File: config.mk
export PLATFORM = sky130hd
export DESIGN_NAME = simon_sequence_player
export DESIGN_NICKNAME = d
export VERILOG_FILES = /design/src/rtl/simon_sequence_player.sv
export SDC_FILE = /design/constraint.sdc
export NUM_CORES = 1
export LEC_CHECK = 0
export ABC_AREA = 0
export BUFFER_PORTS_ARGS = -buffer_cell sky130_fd_sc_hd__buf_2
export CORE_UTILIZATION = 40
export CTS_CLUSTER_DIAMETER = 60
export DETAILED_ROUTE_END_ITERATION = 8
export PLACE_DENSITY = 0.62
export SETUP_SLACK_MARGIN = 0.05
export SLEW_MARGIN = 20
export SYNTH_ARGS = -nofsm -noshare
export SYNTH_HDL_FRONTEND = slang
export SYNTH_SLANG_ARGS = --single-unit
File: constraint.sdc
create_clock -name clk -period 8.1 [get_ports clk]
set_clock_uncertainty 0.15 [all_clocks]
set_input_delay 0 -clock clk [delete_from_list [all_inputs] [get_ports clk]]
set_output_delay 0 -clock clk [all_outputs]
set_load 0.02 [all_outputs]
File: src/rtl/simon_sequence_player.sv
// Simon-style game engine: each round appends one random colour, replays the whole
// sequence on the lamp outputs, then checks the player's button presses against it.
module simon_sequence_player #(
  parameter int MAX_LEN        = 16,
  parameter int SHOW_CYCLES    = 50,
  parameter int GAP_CYCLES     = 25,
  parameter int TIMEOUT_CYCLES = 500
) (
  input  logic                         clk,
  input  logic                         reset,
  input  logic                         start,
  input  logic [1:0]                   rnd,
  input  logic [3:0]                   btn,
  output logic                         show_valid,
  output logic [1:0]                   show_color,
  output logic                         awaiting_input,
  output logic [$clog2(MAX_LEN+1)-1:0] score,
  output logic                         fail,
  output logic                         win
);

  localparam int SW   = $clog2(MAX_LEN + 1);
  localparam int IW   = (MAX_LEN > 1) ? $clog2(MAX_LEN) : 1;
  localparam int TSG  = (SHOW_CYCLES > GAP_CYCLES) ? SHOW_CYCLES : GAP_CYCLES;
  localparam int TMAX = (TSG > TIMEOUT_CYCLES) ? TSG : TIMEOUT_CYCLES;
  localparam int TW   = $clog2(TMAX + 1);

  localparam logic [2:0] S_IDLE     = 3'd0;
  localparam logic [2:0] S_ADD      = 3'd1;
  localparam logic [2:0] S_SHOW_ON  = 3'd2;
  localparam logic [2:0] S_SHOW_OFF = 3'd3;
  localparam logic [2:0] S_WAIT_IN  = 3'd4;
  localparam logic [2:0] S_FAIL     = 3'd5;
  localparam logic [2:0] S_WIN      = 3'd6;

  logic [2:0]    state;
  logic [1:0]    mem [MAX_LEN];
  logic [SW-1:0] len;
  logic [IW-1:0] idx;
  logic [TW-1:0] timer;
  logic [3:0]    prev_btn;
  logic [3:0]    press;
  logic [1:0]    cur_color;
  logic          idx_last;
  logic          press_hit;

  assign press     = btn & ~prev_btn;
  assign cur_color = mem[idx];
  assign idx_last  = ((SW'(idx) + SW'(1)) == len);
  // A multi-bit press can never equal the one-hot code, so it fails like a wrong colour.
  assign press_hit = (press == (4'b0001 << cur_color));

  always_ff @(posedge clk or posedge reset) begin
    if (reset) begin
      state    <= S_IDLE;
      len      <= '0;
      idx      <= '0;
      timer    <= '0;
      score    <= '0;
      prev_btn <= '0;
      for (int i = 0; i < MAX_LEN; i++) mem[i] <= 2'd0;
    end else begin
      prev_btn <= btn;
      case (state)
        S_IDLE, S_FAIL, S_WIN: begin
          if (start) begin
            len   <= '0;
            idx   <= '0;
            timer <= '0;
            score <= '0;
            state <= S_ADD;
          end
        end
        S_ADD: begin
          mem[len[IW-1:0]] <= rnd;
          len   <= len + SW'(1);
          idx   <= '0;
          timer <= '0;
          state <= S_SHOW_ON;
        end
        S_SHOW_ON: begin
          if (timer == TW'(SHOW_CYCLES - 1)) begin
            timer <= '0;
            state <= S_SHOW_OFF;
          end else begin
            timer <= timer + TW'(1);
          end
        end
        S_SHOW_OFF: begin
          if (timer == TW'(GAP_CYCLES - 1)) begin
            timer <= '0;
            if (idx_last) begin
              idx   <= '0;
              state <= S_WAIT_IN;
            end else begin
              idx   <= idx + IW'(1);
              state <= S_SHOW_ON;
            end
          end else begin
            timer <= timer + TW'(1);
          end
        end
        S_WAIT_IN: begin
          // A press on the timeout terminal count is judged as a press.
          if (press != 4'd0) begin
            if (!press_hit) begin
              state <= S_FAIL;
            end else begin
              timer <= '0;
              if (idx_last) begin
                score <= len;
                idx   <= '0;
                state <= (len == SW'(MAX_LEN)) ? S_WIN : S_ADD;
              end else begin
                idx <= idx + IW'(1);
              end
            end
          end else if (timer == TW'(TIMEOUT_CYCLES - 1)) begin
            state <= S_FAIL;
          end else begin
            timer <= timer + TW'(1);
          end
        end
        default: state <= S_IDLE;
      endcase
    end
  end

  assign show_valid     = (state == S_SHOW_ON);
  assign show_color     = show_valid ? cur_color : 2'd0;
  assign awaiting_input = (state == S_WAIT_IN);
  assign fail           = (state == S_FAIL);
  assign win            = (state == S_WIN);

endmodule
# --- Yosys cells after proc, flatten, opt, wreduce, memory -nomap -nowiden ---
# Cells that the tools add are included.
classes:
  n_div: 0
  eq_ne: 22
  mux: 36
  addsub: 4
  bitwise: 4
  mul: 0
  n_reduce_logical: 13
  shifts: 1
  order_cmp: 3
op_table:
  columns: ["operator", "n"]
  rows:
  - ["$mux 9", 6]
  - ["$pmux 9 s5", 1]
  - ["$bwmux 32", 1]
  - ["$mux 3", 9]
  - ["$mux 4", 5]
  - ["$mux 5", 4]
  - ["$pmux 5 s2", 2]
  - ["$pmux 4 s4", 1]
  - ["$pmux 3 s5", 1]
  - ["$reduce_and 5->1", 3]
  - ["$ge 5x5->1 const B", 2]
  - ["$not 4->5", 2]
  - ["$add 9x1->9 const B", 1]
  - ["$eq 3x3->1 const B", 3]
  - ["$eq 9x5->1 const B", 1]
  - ["$eq 9x6->1 const B", 1]
  - ["$eq 9x9->1 const B", 1]
  - ["$bmux 2 s4", 1]
  - ["$demux 2 s4", 1]
  - ["$mux 2", 4]
  - ["$ne 2x1->1 const B", 4]
  - ["$reduce_bool 4->1", 2]
  - ["$eq 3x2->1 const B", 2]
  - ["$ne 3x3->1 const B", 2]
  - ["other kinds (21)", 23]
word_totals:
  regBits: 62
  romBits: 0
  elab_cells: 105
  latch_bits: 0
  out_inout_bits: 11
  mem_bits_rw: 0
  inputBits: 9
  mem_count: 0

# --- Longest topological paths before layout ---
depth:
  depth_word: 9
  mapped_depth: 9
  ltp_nobuf: 9

# --- Worst setup path after synthesis ---
# OpenSTA, ideal clock, no wires.
synth_timing:
  kind: "register to register"
  start: "register idx[0]"
  end: "register idx[2]"
  stages_incl_launch_ff: 9
  slack_ns: 5.527
  synth_period_minus_slack_ns: 2.573
  setup_ns: 0.126
  n_path_buf: 1
  required_ns: 7.824
  t_arrival_ns: 2.297
  cell_sequence: "dfrtp_1 > buf_6 > mux4_1 > mux2i_1 > mux2i_1 > mux2_4 > o31ai_2 > a21boi_1 > o22ai_1"
synth_via:
  elab_chain_cells: 8
  word_cells_on_any_way: 16
  classes_between: "add/sub (2); eq/ne (3); shift (1); mux (8); bitwise (1); reduce/logical (1)"
synth_lines:
  columns: ["element", "line_no", "rtl"]
  rows:
  - ["start: declaration", "39", "logic [IW-1:0] idx;"]
  - ["start signal: assignment", "96", "idx <= idx + IW'(1);"]
  - ["start signal: assignment", "115", "idx <= idx + IW'(1);"]
  - ["$not 4->5 (implied by the code)", "48", "assign cur_color = mem[idx];"]
  - ["$bmux 2 s4", "48", null]
  - ["$mux 2 (implied by the code) (2 in a row)", "48", null]
  - ["$shl 1x2->4", "51", "assign press_hit = (press == (4'b0001 << cur_color));"]
  - ["$eq 4x4->1", "51", null]
  - ["$ne 2x1->1 (no line)", null, null]
  - ["$reduce_and 5->1 (no line)", null, null]
# Parallel ways exist; a longest one is shown, timed or not. The select of a mux whose other input is x is not followed.
# A chain may end at the register's enable or synchronous reset.

# --- Worst setup path in the final report ---
layout_timing:
  start: "register idx[0]"
  end: "register score[3]"
layout_via:
  elab_chain_cells: 8
  word_cells_on_any_way: 11
  classes_between: "add/sub (1); eq/ne (4); shift (1); mux (3); bitwise (1); reduce/logical (1)"
layout_lines:
  columns: ["element", "line_no", "rtl"]
  rows:
  - ["$not 4->5 (implied by the code)", "48", null]
  - ["$bmux 2 s4", "48", null]
  - ["$mux 2 (implied by the code) (2 in a row)", "48", null]
  - ["$shl 1x2->4", "51", null]
  - ["$eq 4x4->1", "51", null]
  - ["$ne 2x1->1 (no line)", null, null]
  - ["$reduce_and 5->1 (no line) (*)", null, null]
  - ["end signal: assignment", "111", "score <= len;"]
  - ["end: declaration", "17", "output logic [$clog2(MAX_LEN+1)-1:0] score,"]
# Every way passes the cells marked *; elsewhere a longest branch is shown, timed or not. The select of a mux whose other input is x is not followed.

==> out/metrics.yaml <==
global_route:
  grt_overflow: 0
  grt_max_degree: 63
  first_global_vias: 2758
  track_usage: 0.182
  antenna_found_initial: 0
  grt_pass1_wl_um: 13800
final_layout:
  num-fill-cells: 827
  area.growth.synth_to_final_pct: 12.4
  layout_commonest_cell: "dfrtp_1"
  final_util: 0.463
  diodes: 0
  final_net_count: 377
  layout-drive-gt1-share: 0.223
  final_cell_mix: "62 x dfrtp_1, 33 x mux2_2, 23 x nand2_1"
  stdcell_count: 472
clock_tree:
  clkLatencyLatePin_ns: 0.34
  clock_path_buffers: 2
  cts_resized: 0
  htreeDepth: 3
  clk_pin_slew_worst_paths_ns: 0.06
  cts.sinks: 62
  numCtsBuffers: 9
  cts_root_buffer: "clkbuf_8"
  cts_tree: "done"
pwr:
  power_density_nw_per_um2: 329
  ir_drop_uv: 168
  p_leak_nw: 1.73
synth:
  synthFlopType: "dfrtp_1"
  synth-edff-count: 0
  yosysWarnings: 0
  synthArstFlopShare: 1.00
  synthCells: 336
  yosysSeqAreaShare: 0.432
  ys_types: 59
  synth_area_sq_um: 3590
  syn-num-nets: 353
  yosys_register_bits: 62
  synth.avg_cell_area_sq_um: 10.7
setup_path:
  critPathSlowestCell: "dfrtp_1"
  crit_family: "multiplexers"
  cpMostUsedCell: "mux2i_1"
  crit_type: "reg2reg"
  path_buf_inv: 0
  crit_path_start_kind: "flop"
  worstPathRequired_ns: 8.18
  worstPathCellList: "mux4_1 -> mux2i_1 -> mux2i_1 -> mux2i_2 -> a41oi_1 -> o311a_4 -> a22o_1"
  arrival_ns: 3.16
  crit_path_max_fanout: 12
  end_kind: "flop"
  critPathMaxStageDelay_ns: 0.68
detailed_routing:
  viasPerCell: 5.82
  vias: 2745
  drt_iter0_drc: 138
  wirelength_um: 7960
  ant_nets: 0
  routedWlPerCell_um: 16.9
  drc_errors: 0
  first_pass_iters: 4
sta:
  slew_headroom: 0.475
  period_share: 0.380
  setup_viol: 0
  drv_slew: 0
  setup_slack_ns: 5.02
  fmax_mhz: 325
  min_period_ns: 3.08
  grt_setup_unrepaired: "false"
  tightest_slew_ns: 0.788
  hold_viol: 0
  tns_ns: 0
placement:
  placed_cells: 449
  gp_congestion: 0.828
  place_hpwl_um: 5710
  port_buffers: 19
  dpl_worst_slack_ns: 5.01
floorplan:
  die_h_um: 96.8
  die_w_um: 96.8
  rows: 34
  io_pins: 20
  core_area_sq_um: 8720
  start_util: 0.412
  dieArea_sq_um: 9370
outcome:
  outcome: "finished clean"
flow_run:
  cap_viol_max_count: 0
worst_hold_path:
  min_path_type: "in2reg"
cell families (layout without fill, tap and decap cells):
kind of cell	count (synthesis)	after routing	synth area share
fa+ha+maj	9	9	0.0306
buf+inv	30	58	0.0341
simple gates	108	108	0.157
mux	53	53	0.197
flops	62	62	0.432
xor+xnor	5	5	0.0122
compound gates	69	69	0.138
stage by stage:
| step | area, sq um | power (mW) | hold WS, ns |
|---|---|---|---|
| 2_1_floorplan | 3590 | 0.923 | -0.119 |
| 3_3_place_gp | 3770 | 1.05 | -0.0151 |
| 3_5_place_dp | 3770 | 1.06 | -0.0140 |
| 4_1_cts | 4040 | 1.33 | 0.172 |
| 5_1_grt | 4040 | 1.42 | 0.182 |
| 6_report | 4040 | 1.33 | 0.183 |
cells in the mapped netlist, types with 3 or more instances:
cell type | count | area [sq um]
nand3_1 | 20 | 100
o22ai_1 | 4 | 25.0
nand2_1 | 23 | 86.3
a31oi_1 | 5 | 31.3
mux2_2 | 33 | 372
nor2b_1 | 10 | 62.6
dfrtp_1 | 62 | 1550
a21oi_1 | 9 | 45.0
nand2b_1 | 8 | 50.1
o211ai_1 | 3 | 22.5
nor4_1 | 4 | 25.0
xnor2_1 | 4 | 35.0
mux2i_1 | 9 | 90.1
clkbuf_1 | 13 | 48.8
o31ai_1 | 5 | 37.5
ha_1 | 8 | 100
nor3_1 | 6 | 30.0
a22o_1 | 5 | 43.8
nand4_1 | 4 | 25.0
and2_1 | 6 | 37.5
nor2_1 | 18 | 67.6
mux4_1 | 6 | 158
o21ai_0 | 16 | 80.1
inv_1 | 14 | 52.6
report_power, final:
part | internal (mW) | leakage [nW] | total [mW] | switching (mW)
combinational | 0.262 | 0.853 | 0.563 | 0.301
clock | 0.148 | 0.0952 | 0.266 | 0.118
sequential | 0.389 | 0.785 | 0.499 | 0.110
total | 0.798 | 1.73 | 1.33 | 0.529
final cells by class:
type                    count  area (sq um)  share of cell area
inverters                  14          52.6              0.0130
well taps                 108           135              0.0335
clock buffers              11           141              0.0350
clock inverters             4          47.5              0.0118
repair buffers             29           190              0.0471
multi-input cells         244          1920               0.475
flip-flops and latches     62          1550               0.384
state kept, by name, summed over array words and instances (netlist names):
signal    flops
idx           4
len           5
mem          32
prev_btn      4
score         5
state         3
timer         9
metal layers:
layer / up-vias / GRT usage / share of wire
met3: 14 / 0.0390 / 0.040
li1: 1297 / - / -
met2: 75 / 0.298 / 0.49
met1: 1359 / 0.244 / 0.46
met5: - / 0 / 0
met4: 0 / 0.0494 / 0.015
repair_timing:
action                                 in CTS  in global routing
hold buffers                                8                  0
setup endpoints to repair                   0                  0
endpoints found under the hold margin      83                  0
setup buffers                               0                  0
worst paths after layout:
| path | from | endpoint | slack, ns | cells after the start |
|---|---|---|---|---|
| hold / removal | btn[3] | prev_btn[3] | 0.18 | 2 |
| min in group asynchronous | reset | timer[0] | 0.28 | 4 |
| setup / recovery | idx[0] | score[3] | 5.02 | 7 |
| hold reg to reg | score[2] | score[2] | 0.35 | 1 |
| max in group asynchronous | reset | len[1] | 7.01 | 4 |
| setup reg to reg | idx[0] | score[3] | 5.02 | 7 |
No activity file was read; power rests on OpenSTA's default activity.
